File: src/rtl/alu_pkg.sv
// Shared ALU definitions: opcode values, default bus widths, dispatcher
// state encoding and the opcode legality check. The ALU imports this too.
package alu_pkg;

    localparam int ALU_DATA_W = 24;
    localparam int ALU_OP_W   = 4;

    localparam logic [ALU_OP_W-1:0] OP_ADD   = 4'd1;
    localparam logic [ALU_OP_W-1:0] OP_SUB   = 4'd2;
    localparam logic [ALU_OP_W-1:0] OP_PASSA = 4'd3;
    localparam logic [ALU_OP_W-1:0] OP_PASSB = 4'd4;
    localparam logic [ALU_OP_W-1:0] OP_INCA  = 4'd5;
    localparam logic [ALU_OP_W-1:0] OP_DECA  = 4'd6;
    localparam logic [ALU_OP_W-1:0] OP_LSH1  = 4'd7;
    localparam logic [ALU_OP_W-1:0] OP_LSH2  = 4'd8;
    localparam logic [ALU_OP_W-1:0] OP_LSH8  = 4'd9;
    localparam logic [ALU_OP_W-1:0] OP_RSH4  = 4'd10;
    localparam logic [ALU_OP_W-1:0] OP_RESET = 4'd11;

    typedef enum logic [1:0] {
        ST_IDLE  = 2'd0,
        ST_ISSUE = 2'd1,
        ST_WAIT  = 2'd2,
        ST_RESP  = 2'd3
    } disp_state_e;

    // Legal opcodes form the contiguous range ADD..RESET.
    function automatic logic is_legal_op(input logic [ALU_OP_W-1:0] op);
        return (op >= OP_ADD) && (op <= OP_RESET);
    endfunction

endpackage

File: src/rtl/alu_lat_timer.sv
// Loadable down-counter; done_o is high during the cycle the loaded count
// reaches zero, after which the timer goes idle until reloaded.
module alu_lat_timer #(
    parameter int CNT_W = 2
) (
    input  logic             clk,
    input  logic             rst,
    input  logic             load_i,
    input  logic [CNT_W-1:0] load_val_i,
    output logic             done_o
);

    logic [CNT_W-1:0] cnt_q, cnt_d;
    logic             active_q, active_d;

    // Next count: load wins, otherwise count down while active.
    always_comb begin
        cnt_d    = cnt_q;
        active_d = active_q;
        if (load_i) begin
            cnt_d    = load_val_i;
            active_d = 1'b1;
        end else if (active_q) begin
            if (cnt_q == '0) begin
                active_d = 1'b0;
            end else begin
                cnt_d = cnt_q - 1'b1;
            end
        end
    end

    // Counter registers.
    always_ff @(posedge clk or posedge rst) begin
        if (rst) begin
            cnt_q    <= '0;
            active_q <= 1'b0;
        end else begin
            cnt_q    <= cnt_d;
            active_q <= active_d;
        end
    end

    assign done_o = active_q && (cnt_q == '0);

endmodule

File: src/rtl/alu_op_dispatcher.sv
// ALU operation dispatcher: takes one opcode per request, strobes the ALU,
// waits out its fixed latency, and returns the captured result.
// Optional build macro DISPATCH_PERF_CNT_EN adds op_count/err_count outputs.
//
//   state | meaning
//   IDLE  | ready for a request
//   ISSUE | one-cycle enable strobe to the ALU, timer loaded
//   WAIT  | counting down the ALU latency, capture at zero
//   RESP  | response presented until accepted
module alu_op_dispatcher
    import alu_pkg::*;
#(
    parameter int DATA_W  = ALU_DATA_W,
    parameter int OP_W    = ALU_OP_W,
    parameter int ALU_LAT = 4
) (
    input  logic              clk,
    input  logic              rst,
    input  logic              req_valid,
    output logic              req_ready,
    input  logic [OP_W-1:0]   req_op,
    output logic [OP_W-1:0]   alu_operation,
    output logic              alu_enable,
    input  logic [DATA_W-1:0] alu_c_bus,
    input  logic              alu_z_flag,
    output logic              rsp_valid,
    input  logic              rsp_ready,
    output logic [DATA_W-1:0] rsp_data,
    output logic              rsp_zero,
    output logic              rsp_err,
`ifdef DISPATCH_PERF_CNT_EN
    output logic [15:0]       op_count,
    output logic [7:0]        err_count,
`endif
    output logic              busy
);

    localparam int CNT_W = (ALU_LAT > 1) ? $clog2(ALU_LAT) : 1;

    disp_state_e       state_q, state_d;
    logic [OP_W-1:0]   op_q, op_d;
    logic [DATA_W-1:0] data_q, data_d;
    logic              zero_q, zero_d;
    logic              err_q, err_d;
    logic              tmr_load;
    logic              tmr_done;
    logic              req_legal;

    assign req_legal = is_legal_op(req_op);

    alu_lat_timer #(
        .CNT_W (CNT_W)
    ) u_timer (
        .clk        (clk),
        .rst        (rst),
        .load_i     (tmr_load),
        .load_val_i (CNT_W'(ALU_LAT - 1)),
        .done_o     (tmr_done)
    );

    // Next-state and response capture logic.
    always_comb begin
        state_d  = state_q;
        op_d     = op_q;
        data_d   = data_q;
        zero_d   = zero_q;
        err_d    = err_q;
        tmr_load = 1'b0;
        case (state_q)
            ST_IDLE: begin
                if (req_valid) begin
                    if (req_legal) begin
                        op_d    = req_op;
                        state_d = ST_ISSUE;
                    end else begin
                        // Illegal opcode: answer immediately, ALU untouched.
                        data_d  = '0;
                        zero_d  = 1'b0;
                        err_d   = 1'b1;
                        state_d = ST_RESP;
                    end
                end
            end
            ST_ISSUE: begin
                tmr_load = 1'b1;
                state_d  = ST_WAIT;
            end
            ST_WAIT: begin
                if (tmr_done) begin
                    data_d  = alu_c_bus;
                    // Only SUB drives a meaningful zero flag.
                    zero_d  = (op_q == OP_SUB) ? alu_z_flag : (alu_c_bus == '0);
                    err_d   = 1'b0;
                    state_d = ST_RESP;
                end
            end
            ST_RESP: begin
                if (rsp_ready) begin
                    state_d = ST_IDLE;
                end
            end
            default: state_d = ST_IDLE;
        endcase
    end

    // State and response registers.
    always_ff @(posedge clk or posedge rst) begin
        if (rst) begin
            state_q <= ST_IDLE;
            op_q    <= '0;
            data_q  <= '0;
            zero_q  <= 1'b0;
            err_q   <= 1'b0;
        end else begin
            state_q <= state_d;
            op_q    <= op_d;
            data_q  <= data_d;
            zero_q  <= zero_d;
            err_q   <= err_d;
        end
    end

    assign req_ready     = (state_q == ST_IDLE);
    assign busy          = (state_q != ST_IDLE);
    assign alu_enable    = (state_q == ST_ISSUE);
    assign rsp_valid     = (state_q == ST_RESP);
    assign alu_operation = op_q;
    assign rsp_data      = data_q;
    assign rsp_zero      = zero_q;
    assign rsp_err       = err_q;

`ifdef DISPATCH_PERF_CNT_EN
    logic [15:0] op_cnt_q;
    logic [7:0]  err_cnt_q;

    // Free-running wrap-around counters of issued and rejected requests.
    always_ff @(posedge clk or posedge rst) begin
        if (rst) begin
            op_cnt_q  <= '0;
            err_cnt_q <= '0;
        end else begin
            if (state_q == ST_ISSUE) begin
                op_cnt_q <= op_cnt_q + 16'd1;
            end
            if ((state_q == ST_IDLE) && req_valid && !req_legal) begin
                err_cnt_q <= err_cnt_q + 8'd1;
            end
        end
    end

    assign op_count  = op_cnt_q;
    assign err_count = err_cnt_q;
`endif

endmodule

File: config.mk
export PLATFORM = sky130hd
export DESIGN_NAME = alu_op_dispatcher
export DESIGN_NICKNAME = d
export VERILOG_FILES = /design/src/rtl/alu_pkg.sv /design/src/rtl/alu_lat_timer.sv /design/src/rtl/alu_op_dispatcher.sv
export SDC_FILE = /design/constraint.sdc
export NUM_CORES = 1
export LEC_CHECK = 0
export CORE_ASPECT_RATIO = 0.6
export CORE_MARGIN = 4
export CORE_UTILIZATION = 37
export DETAILED_ROUTE_END_ITERATION = 16
export HOLD_SLACK_MARGIN = 0.08
export PLACE_DENSITY_LB_ADDON = 0.2
export SLEW_MARGIN = 0
export SYNTH_ARGS = -nofsm -noshare
export SYNTH_HDL_FRONTEND = slang
export SYNTH_SLANG_ARGS = --single-unit
File: constraint.sdc
create_clock -name clk -period 1.9 [get_ports clk]
set_clock_uncertainty 0.05 [all_clocks]
set_input_delay 0.38 -clock clk [delete_from_list [all_inputs] [get_ports clk]]
set_output_delay 0.38 -clock clk [all_outputs]
set_load 0.05 [all_outputs]
==> key figures <==
Layout
  • Most common cell after layout, fill and taps aside: buf_4
  • Synth-to-Final Area Change: 61.9%
  • # diodes: 0
  • Final core occ: 62.0%
  • Cell area after layout: 2560 um^2
  • Nets: 239
  • Share of cells above drive strength 1: 49.8%
  • Most frequent cells in the layout: buf_4, dfrtp_1, clkdlybuf4s50_1, a22o_2, nor4_1
  • Fin cells: 261

Setup path
  • Worst-path fanout max: 13
  • Critical path's top delay family: simple AND/OR/NAND/NOR gates
  • Critical path cell sequence: clkdlybuf4s50_1 > or4_4 > nand2_8 > and3_4 > a22o_2
  • Crit path DAT: 2.05 ns
  • R2R depth: 7
  • CP Launch Type: input port
  • CP endpoint kind: register
  • Required @ worst endpoint: 2.08 ns
  • CP Depth: 5
  • Critical-path top delay cell: or4_4
  • Worst Path Buf+Inv: 1
  • Crit path largest cell delay: 0.61 ns
  • Kind of critical path: input port to register

STA
  • Period utilisation layout: 98.7%
  • Fin crit period: 1.87 ns
  • Least-Margin Pin Slew: 0.456 ns
  • Setup-failing EPs final: 0
  • Setup total negative slack: 0 ns
  • Worst slew margin: 69.6%
  • Fmax: 533 MHz
  • Final Hold Fails: 0
  • Slew Limit Fails: 0

Power and ir drop
  • Int Pwr: 2820 uW
  • Seq pwr share: 23.7%
  • Static leakage power: 0.00116 uW
  • Max IR drop VDD: 1240 uV
  • Pwr Total: 5430 uW
  • Clock power share: 9.8%
  • Switching power share of the total: 48.0%
  • Combinational share of power: 66.5%
  • Pwr dens: 2120 nW/um^2
  • Switching Power: 2610 uW

Detailed routing
  • DR vias/cell: 5.20
  • Via Count: 1358
  • DRC marker count from the first detailed-route iteration: 59
  • Drt total wl: 4900 um
  • Wire per inst: 18.8 um
  • DRC Markers: 0
  • Post-DRT Antenna Nets: 0
  • DR pass1 iterations: 4

Flow run
  • Max-Cap Viols: 0

Global routing
  • Initial antenna violation count: 0
  • Total GRT Usage: 18.0%
  • GR Overflow Total: 0
  • Pin count of the biggest net entering global routing: 36
  • Number of global-route vias before repair: 1449
  • Global-route wire length before repair: 7490 um

Die
  • Core footprint: 4120 um^2
  • Die W: 92.3 um
  • Die ar.: 5410 um^2
  • Die Y: 58.6 um
  • Num ports: 67
  • Num rows: 18
  • Starting Density: 38.3%

Synth
  • Register area share after synthesis: 55.5%
  • Ranking of synthesized cells by area: dfrtp_1, a22o_2, ha_1
  • Synth Area per Inst: 13.6 um^2
  • Post-Synthesis Cells: 116
  • Biggest area consumer among synthesized cells: dfrtp_1
  • Netlist cell types: 26
  • Share of the synthesized area in the top cell type: 55.5%
  • Syn. warnings: 0
  • Synth Cell Area: 1580 um^2
  • Synthesized Nets: 155
  • Yosys reg bits: 35

Status
  • Outcome: completed

Placement
  • I/O Buffers: 66
  • Routability cong.: 0.750
  • Post-DP HPWL: 3090 um
  • Area post-placement: 2290 um^2
  • Placed cell count: 242

CTS
  • CTS tree: yes
  • Clock buffer count from CTS: 5
  • Clock Path Buffers: 2
  • Worst-Skew Late Latency: 0.29 ns
  • Htree depth: 2
  • Clock Pin Slew Worst Setup and Hold Paths: 0.07 ns
  • CTS root buf: clkbuf_8
  • CTS Sinks: 35
  • Hold-fix buffers, CTS: 0

Hold path
  • HP Class: input port to asynchronous set/reset pin
-- synthesized netlist by cell type --
| cell | count |
|---|---|
| a211o_1 | 1 |
| a21boi_0 | 2 |
| a21oi_1 | 1 |
| a22o_2 | 25 |
| a2bb2oi_1 | 1 |
| a31oi_1 | 1 |
| and3_1 | 1 |
| buf_12 | 2 |
| buf_6 | 3 |
| dfrtp_1 | 35 |
| ha_1 | 6 |
| inv_1 | 8 |
| mux2_2 | 5 |
| mux2i_1 | 1 |
| nand2_1 | 4 |
| nand2_2 | 1 |
| nand2b_1 | 3 |
| nand3_1 | 1 |
| nand4_1 | 1 |
| nor2_1 | 3 |
| nor4_1 | 6 |
| nor4b_1 | 1 |
| o211ai_4 | 1 |
| o31ai_1 | 1 |
| or4_4 | 1 |
| xnor2_1 | 1 |
-- kinds of logic after synthesis --
group | share of synthesized area [%]
compound gates | 20.4
xor+xnor | 0.555
fa+ha+maj | 4.75
buf+inv | 6.58
flops | 55.5
mux | 4.20
simple gates | 8.00
-- worst reg2reg max path, cell delays in order, from the launching register on --
cell and delay, ns:
dfrtp_1 0.45, inv_2 0.12, ha_4 0.17, clkinvlp_4 0.13
a2bb2oi_4 0.19, buf_4 0.17, and3_4 0.23, a22o_2 0.24
-- state kept, by name, indices dropped and copies added, names as in the netlist --
| name | cells |
|---|---|
| rsp_err | 1 |
| rsp_zero | 1 |
| rsp_data | 24 |
| state_q | 2 |
| u_timer.cnt_q | 2 |
| alu_operation | 4 |
| u_timer.active_q | 1 |
-- power by group through the flow --
stage               Sequential, uW  Clock (uW)  Combinational [uW]
floorplan                     2120           0                1440
CTS                           1280         535                3360
detailed placement            1290           0                3060
global route                  1330         566                3790
finish                        1290         530                3610
global placement              1280           0                3000
-- final cells by class --
cell class                      count  area [um^2]
Fill cell                         324         1570
Sequential cell                    35          876
Multi-Input combinational cell     72          767
Timing Repair Buffer               78          719
Tap cell                           60         75.1
Clock buffer                        6         72.6
Inverter                            8         33.8
Clock inverter                      2         12.5
-- per-stage QoR --
stage                     hold WS (ns)  setup WS (ns)
final                            0.448         0.0254
after global routing             0.474       -0.00887
after global placement           0.419         -0.325
after detailed placement         0.445         -0.382
after CTS                        0.455       0.000599
after floorplan                  0.409         -0.206
-- layer usage --
layer / vias up / wire (um) / track usage, % / part of all wire [%]
met1: 680 / 2350 / 24.1 / 48
met4: 0 / 25 / 3.17 / 0.51
li1: 617 / - / - / -
met5: - / 0 / 0 / 0
met2: 57 / 2150 / 28.7 / 44
met3: 4 / 378 / 6.51 / 7.7
-- worst paths after layout --
path                                    from           end  slack [ns]
worst max register to register    state_q[1]  rsp_data[23]        0.03
worst min-delay path                     rst   rsp_data[4]        0.45
worst min register to register  rsp_data[10]  rsp_data[10]        0.46
min in group clk                rsp_data[10]  rsp_data[10]        0.46
worst max-delay path               req_op[2]   rsp_data[4]        0.03
max in group asynchronous                rst  rsp_data[13]        1.03
-- what timing repair did --
action                                  4_1_cts  5_1_grt
setup buffers                                 1        6
endpoints found under the setup margin       25       27
gates resized for setup                       9        6
pin swaps                                     2        1
gates cloned                                  3        1
hold endpoints to repair                      0        0
Power figures use the tool's default switching activity.
